[config.mk]
export PLATFORM = sky130hd
export DESIGN_NAME = seq_multiplier_msu
export DESIGN_NICKNAME = d
export VERILOG_FILES = /design/src/rtl/mult_pkg.sv /design/src/rtl/mult_step.sv /design/src/rtl/seq_multiplier_msu.sv
export SDC_FILE = /design/constraint.sdc
export NUM_CORES = 1
export LEC_CHECK = 0
export ABC_CLOCK_PERIOD_IN_PS = 17100
export CORE_AREA = 4 4 121 210
export CTS_CLUSTER_DIAMETER = 200
export DETAILED_ROUTE_END_ITERATION = 7
export DIE_AREA = 0 0 125 214
export GPL_TIMING_DRIVEN = 0
export PLACE_DENSITY = 0.83
export SLEW_MARGIN = 10
export SYNTH_ARGS = -nofsm -noshare
export SYNTH_HDL_FRONTEND = slang
export SYNTH_SLANG_ARGS = --single-unit
[constraint.sdc]
create_clock -name clk -period 17.1 [get_ports clk]
set_input_delay 5.13 -clock clk [delete_from_list [all_inputs] [get_ports clk]]
set_output_delay 5.13 -clock clk [all_outputs]
set_load 0.05 [all_outputs]
[src/rtl/mult_pkg.sv]
// Shared types and sizing helpers for the sequential multiplier.
// Latency: n/a (types only).
// Backpressure: n/a.
package mult_pkg;

    typedef enum logic [1:0] {IDLE, BUSY, DONE} state_t;

    typedef enum logic [1:0] {MODE_UU, MODE_SS, MODE_SU} mode_t;

    // sign dominates mix: both-signed wins over signed-by-unsigned
    function automatic mode_t decode_mode(input logic sign, input logic mix);
        if (sign)
            return MODE_SS;
        else if (mix)
            return MODE_SU;
        else
            return MODE_UU;
    endfunction

    function automatic int iter_of(input int width, input int bits_per_cycle);
        return width / bits_per_cycle;
    endfunction

    function automatic int cnt_width(input int iter);
        return (iter > 1) ? $clog2(iter) : 1;
    endfunction

endpackage

[src/rtl/mult_step.sv]
// One shift-add iteration: accumulate multiplicand * digit at the top, then arithmetic shift right.
// Latency: combinational.
// Backpressure: none; the caller decides when to register the result.
module mult_step #(
    parameter int WIDTH          = 32,
    parameter int BITS_PER_CYCLE = 1,
    parameter int ACC_W          = 2*WIDTH + BITS_PER_CYCLE + 2
) (
    input  logic signed [ACC_W-1:0]          acc,
    input  logic        [WIDTH:0]            mcand,
    input  logic        [BITS_PER_CYCLE-1:0] bits,
    input  logic                             neg_msb,
    output logic signed [ACC_W-1:0]          acc_next
);

    localparam int PP_W = WIDTH + BITS_PER_CYCLE + 2;

    logic signed [BITS_PER_CYCLE:0] digit;
    logic signed [PP_W-1:0]         mc_ext;
    logic signed [PP_W-1:0]         dg_ext;
    logic signed [PP_W-1:0]         pp;
    logic signed [ACC_W-1:0]        pp_ext;
    logic signed [ACC_W-1:0]        sum;

    always_comb begin
        // On the last step of a signed multiplier its top bit weighs negative,
        // so the digit is read as two's complement and the partial product is subtracted.
        digit    = {neg_msb & bits[BITS_PER_CYCLE-1], bits};
        mc_ext   = {{(PP_W-WIDTH-1){mcand[WIDTH]}}, mcand};
        dg_ext   = {{(PP_W-BITS_PER_CYCLE-1){digit[BITS_PER_CYCLE]}}, digit};
        pp       = mc_ext * dg_ext;
        pp_ext   = {{(ACC_W-PP_W){pp[PP_W-1]}}, pp};
        sum      = acc + (pp_ext <<< WIDTH);
        acc_next = sum >>> BITS_PER_CYCLE;
    end

endmodule

[src/rtl/seq_multiplier_msu.sv]
// Iterative signed/unsigned/mixed multiplier producing the full 2*WIDTH product.
// Latency: ITER busy cycles; out_valid in cycle ITER+1 counting the accept cycle as 0.
// Backpressure: y/out_valid held in DONE until out_ready; in_ready only in IDLE.
module seq_multiplier_msu
    import mult_pkg::*;
#(
    parameter int WIDTH          = 32,
    parameter int BITS_PER_CYCLE = 1
) (
    input  logic                 clk,
    input  logic                 rst_n,
    input  logic                 in_valid,
    output logic                 in_ready,
    input  logic [WIDTH-1:0]     a,
    input  logic [WIDTH-1:0]     b,
    input  logic                 sign,
    input  logic                 mix,
    input  logic                 flush,
    output logic                 out_valid,
    input  logic                 out_ready,
    output logic [2*WIDTH-1:0]   y,
    output logic                 busy
);

    localparam int ITER  = iter_of(WIDTH, BITS_PER_CYCLE);
    localparam int CNT_W = cnt_width(ITER);
    localparam int ACC_W = 2*WIDTH + BITS_PER_CYCLE + 2;
    localparam logic [CNT_W-1:0] LAST = CNT_W'(ITER - 1);

    typedef struct packed {
        logic [WIDTH:0]   mcand;
        logic [WIDTH-1:0] mplier;
        logic             b_signed;
    } op_t;

    state_t                  state;
    op_t                     op;
    mode_t                   in_mode;
    logic                    a_signed;
    logic                    last_step;
    logic [CNT_W-1:0]        cnt;
    logic signed [ACC_W-1:0] acc;
    logic signed [ACC_W-1:0] acc_next;

    assign in_mode   = decode_mode(sign, mix);
    assign a_signed  = (in_mode != MODE_UU);
    assign last_step = (cnt == LAST);

    mult_step #(
        .WIDTH          (WIDTH),
        .BITS_PER_CYCLE (BITS_PER_CYCLE),
        .ACC_W          (ACC_W)
    ) u_step (
        .acc      (acc),
        .mcand    (op.mcand),
        .bits     (op.mplier[BITS_PER_CYCLE-1:0]),
        .neg_msb  (last_step & op.b_signed),
        .acc_next (acc_next)
    );

    always_ff @(posedge clk or negedge rst_n) begin
        if (!rst_n) begin
            state     <= IDLE;
            in_ready  <= 1'b1;
            out_valid <= 1'b0;
            busy      <= 1'b0;
            y         <= '0;
            cnt       <= '0;
            acc       <= '0;
            op        <= '0;
        end else begin
            case (state)
                IDLE: begin
                    // flush wins over a simultaneous accept
                    if (!flush && in_valid && in_ready) begin
                        op.mcand    <= {a[WIDTH-1] & a_signed, a};
                        op.mplier   <= b;
                        op.b_signed <= (in_mode == MODE_SS);
                        acc         <= '0;
                        cnt         <= '0;
                        state       <= BUSY;
                        in_ready    <= 1'b0;
                        busy        <= 1'b1;
                    end
                end
                BUSY: begin
                    if (flush) begin
                        acc      <= '0;
                        cnt      <= '0;
                        state    <= IDLE;
                        in_ready <= 1'b1;
                        busy     <= 1'b0;
                    end else begin
                        acc       <= acc_next;
                        op.mplier <= op.mplier >> BITS_PER_CYCLE;
                        cnt       <= cnt + 1'b1;
                        if (last_step) begin
                            cnt       <= '0;
                            y         <= acc_next[2*WIDTH-1:0];
                            out_valid <= 1'b1;
                            state     <= DONE;
                        end
                    end
                end
                DONE: begin
                    if (flush || out_ready) begin
                        out_valid <= 1'b0;
                        state     <= IDLE;
                        in_ready  <= 1'b1;
                        busy      <= 1'b0;
                    end
                end
                default: begin
                    state     <= IDLE;
                    in_ready  <= 1'b1;
                    out_valid <= 1'b0;
                    busy      <= 1'b0;
                end
            endcase
        end
    end

endmodule

[Yosys cells after proc, flatten, opt, wreduce, memory -nomap -nowiden]
Index checks and enable logic that the tools add are counted.
Storage, ports and cells
  register bits after elaboration: 207
  bits of input ports: 71
  output and inout bits: 67
  word-level logic and storage cells: 70
Cells by class
  $add $sub $neg: 2
  multipliers: 1
  equal/unequal tests: 10
  mux-type cells: 28
  bitwise gates (word level): 5
  reductions and logical operators: 14
Operator list (number)
  67-bit 2-to-1 mux: 2
  67-bit case mux with 2 select lines: 1
  67-bit adder: 1
  32-bit case mux with 2 select lines: 1
  33-bit by 2-bit multiplier with 35-bit output: 1
  33-bit 2-to-1 mux: 1
  32-bit 2-to-1 mux: 1
  5-bit 2-to-1 mux: 3
  2-bit 2-to-1 mux: 6
  3-bit AND reduction: 4
  2-bit inequality test, second input constant: 5
  5-bit case mux with 2 select lines: 1
  1-bit case mux with 3 select lines: 3
  1-bit 2-to-1 mux: 8
  2-bit case mux with 3 select lines: 1
  5-bit by 1-bit adder with 5-bit output, second input constant: 1
  5-bit equality test, second input constant: 1
  2-bit by 1-bit equality test with 1-bit output, second input constant: 2
  2-bit AND reduction: 2
  4-bit AND reduction: 1
  2-bit nonzero test: 2
  1-bit bitwise AND: 3
  3-bit inequality test, second input constant: 1
  2-bit equality test, second input constant: 1
  5 further kinds: 7

[Longest topological paths before layout]
  depth in word-level cells: 7
  mapped depth: 30
  depth with buffers taken out: 30

[Cells and area by module]
Synthesis repeated with hierarchy kept, for this count alone.
Second synthesis, totals
  cells, all modules: 1172
  area total of the unflattened synthesis: 12418.2 um^2
By module, submodules not included
  seq_multiplier_msu: times used 1, cells an instance 558, area each 7931.4 um^2, sequential area each 5181.2 um^2
  mult_step: times used 1, cells an instance 614, area each 4486.8 um^2, sequential area each 0.0 um^2

[Worst setup path after synthesis]
OpenSTA, ideal clock, no wires.
  kind: input-to-reg
  start: input flush
  end: register y[0]
  setup time: 0.125 ns
  arrival time: 6.699 ns
  data required time: 16.975 ns
  path slack: 10.276 ns
  stages on the path: 7
  path buffers: 3
  path through: clkbuf_1 inv_1 and2_1 clkbuf_1 nand2_1 clkbuf_1 mux2_2
Between the ends
  word-level cells in the longest chain between the ends: 2
Ends and longest elaborated chain
  start: declaration: line seq_multiplier_msu.sv:18  | input logic flush,
  1-bit inverter (no line)
  3-bit AND reduction (no line)
  end signal: assignment: line seq_multiplier_msu.sv:99  | y <= acc_next[2*WIDTH-1:0];
  end: declaration: line seq_multiplier_msu.sv:21  | output logic [2*WIDTH-1:0] y,
No other way between the ends.
A chain may end at the register's enable or synchronous reset.

[Final worst setup path]
  start: register cnt[0]
  end: register y[62]
Between the ends
  word-level cells in the longest chain between the ends: 5
  elaborated cells on any way between the ends: 6
  classes of those cells: add/sub (1); mul (1); eq/ne (1); bitwise (2); reduce/logical (1)
Ends and longest elaborated chain
  start: declaration: line seq_multiplier_msu.sv:41  | logic [CNT_W-1:0] cnt;
  start signal: assignment: line seq_multiplier_msu.sv:96  | cnt <= cnt + 1'b1;
  5-bit equality test (*): line seq_multiplier_msu.sv:47  | assign last_step = (cnt == LAST);
  1-bit bitwise AND: line seq_multiplier_msu.sv:57  | .neg_msb (last_step & op.b_signed),
  1-bit bitwise AND: line mult_step.sv:28  | digit = {neg_msb & bits[BITS_PER_CYCLE-1], bits};
  33-bit by 2-bit multiplier with 35-bit output: line mult_step.sv:31  | pp = mc_ext * dg_ext;
  67-bit adder: line mult_step.sv:33  | sum = acc + (pp_ext <<< WIDTH);
Mark *: on every way between the ends. The rest lies on a longest branch, timed or not.

==> run metrics <==
prevailing post-synth register cell dfrtp_1; Lkg Pwr approximately 7.1 nW; DR WL/cell roughly 18 um; Compound-Gate Fraction of Synth Area 0.1962; CP Launch Type flip-flop; clk root buf clkbuf_16; Post-synth EDFFs 0; # IOs 138; outcome completed; nets@finish 1431; Netlist cell types 68; GR Util All Layers 0.2077; most frequent CP cell ha_1; CP peak stage delay about 550 ps; VDD IR-drop max 0.08094 mV; final period utilization 0.4422; synth-to-layout area growth 20.77%; critical path class reg -> reg; Post-Route Setup TNS 0 ps; syn_nets 1271; Synth warnings 0; synthesis-stage register bit count 205; hold buffer count at CTS 0; initial antenna violation count 0; largest fanout on the critical path 10; Seq/Total Area, Yosys 0.4375; Final Util 0.5943; postcts setup bufs 0; Routed WL 27750 um; final hold viol count 0; ANT nets after route 0; Clock transition at path regs 70 ps; max-slew violations 0; Slew HR 0.4757; clk sinks around 200; commonest cells after routing, fill and taps aside dfrtp_1 (204), clkdlybuf4s50_1 (135), ha_1 (99), mux2_2 (90), nand2_1 (89); endpoints failing setup 0; latest clock arrival within the worst-skew pair 510 ps; post-synthesis mux area share 0.08641; Mapped Area 0.01173 mm2; GP Congestion 0.8703; most common cell after layout, fill and taps aside dfrtp_1; Residual DRC 0; Starting Density 0.4921; first-pass GRT wire length around 47000 um; Power Dens Cells ~68 mW/mm2; Mapped Cells 1098; CTS max path bufs 3; IO Port Bufs 136; Ant. Diodes 0; number of global-route vias before repair 9567; fin crit period 7562 ps; CTS Buf Count 21; initial drt markers 314; DRT Pass-1 Iters 4; post-CTS resize count 0; Crit-path slowest cell clkbuf_1; Crit. End Element flip-flop; die width ~130 um; XOR/XNOR Fraction of Synth Area 0.04971; largest family of logic cells by synthesized area compound AO/OA/AOI/OAI gates; Hold Worst Slack 476.6 ps; actual slew at the worst max-slew pin 786.5 ps; unrepaired setup endpoints after global routing no; CTS tree yes; Syn Area/Cell 10.68 um2; post-route design area 0.01416 mm2; share of cells above drive strength 1 0.1186; hpwl dp around 21000 um; Async SR Flop Fraction 1.000; DIE AREA 0.02675 mm2; Max H-tree Level 1; placed inst area 0.01351 mm2; row count 75; drt via density around 5.7; Core Region 0.02384 mm2; max-cap viol count 0; gr ovfl total 0; HP Class reg -> reg; via count 8997; Fmax 0.1322 GHz; Critical Path RT 17490 ps; worst slack, placed 9319 ps; simple-gate share of the synthesized area 0.09420; Synth Area in Adders 0.1107; Final WS setup 9538 ps; Worst Path Arrival 7950 ps; Die Ht approximately 210 um; largest net degree at the start of global routing 107; clock skew 18.23 ps
worst max-delay path: cells and delay by family, from the launching register on:
family / cells / cell delay, ps
AND/OR/NAND/NOR: 4 / 810
XOR/XNOR: 2 / 320
flip-flops: 1 / 410
adder cells (fa/ha/maj): 6 / 1760
AO/OA/AOI/OAI: 13 / 3020
buffers and inverters: 3 / 770
multiplexers: 1 / 310
final cells by class:
cell class	instances	area, um2
plain buffers	56	214.0
clock buffers	28	571.8
clock inverters	10	85.08
fillers	2058	9671
inverters	22	82.58
multi-input cells	815	6301
flip-flops and latches	205	5131
well taps	308	385.4
repair buffers	137	1394
cell families (layout without fill, tap and decap cells):
kind of cell    count (synthesis)  count (layout)
compound gates                322             322
simple gates                  236             236
fa+ha+maj                     102             102
buf+inv                        78             253
xor+xnor                       65              65
flops                         205             205
mux                            90              90
final timing paths:
check | from | end | slack (ps) | depth (start not counted)
worst max-delay path | cnt[0] | y[62] | 9540 | 29
worst min-delay path | op[18] | op[18] | 480 | 2
worst max register to register | cnt[0] | y[62] | 9540 | 29
worst min register to register | op[18] | op[18] | 480 | 2
max in group asynchronous | rst_n | acc[4] | 11490 | 2
min in group asynchronous | rst_n | op[52] | 4630 | 1
synth_stat cells, types with 4 or more instances:
library cell	number	area [um2]
mux2_2	90	1013
a31oi_1	7	43.79
inv_1	22	82.58
a21oi_1	54	270.3
ha_1	99	1239
o211ai_1	4	30.03
dfrtp_1	204	5105
xor2_1	19	166.4
nor3_1	8	40.04
nor2_1	61	229.0
o21a_1	10	75.07
nand3_1	12	60.06
nand4_1	5	31.28
and2_1	34	212.7
a21o_1	31	232.7
o21ai_0	68	340.3
nand2_1	89	334.1
o21bai_1	16	120.1
nor2b_1	5	31.28
xnor2_1	45	394.1
a22o_1	58	508.0
clkbuf_1	51	191.4
a22oi_1	31	232.7
and3_1	5	31.28
where the power goes:
group	internal [W]	switching, W	leakage [nW]
combinational	0.0000146	0.0000124	3.92
clock	0.000252	0.000194	0.325
sequential	0.000485	0	2.85
metal layers:
metal,global-route usage,wire (um),up-vias
met3,0.03069,1090,67
met5,0,0,-
met4,0.09334,1287,0
li1,-,-,4319
met2,0.3972,15120,194
met1,0.2213,10260,4417
per-stage QoR:
step | total power [W] | cells
finish | 0.0009582 | 1581
global placement | 0.0005211 | 1542
CTS | 0.0009704 | 1581
global route | 0.0009920 | 1581
detailed placement | 0.0005219 | 1543
floorplan | 0.0004946 | 1098
flip-flops by register name, summed over array words and instances (netlist names):
name	count
out_valid	1
busy	1
in_ready	1
op	66
y	64
state	2
acc	65
cnt	5
Note: power is estimated with default switching activity, not from simulation.
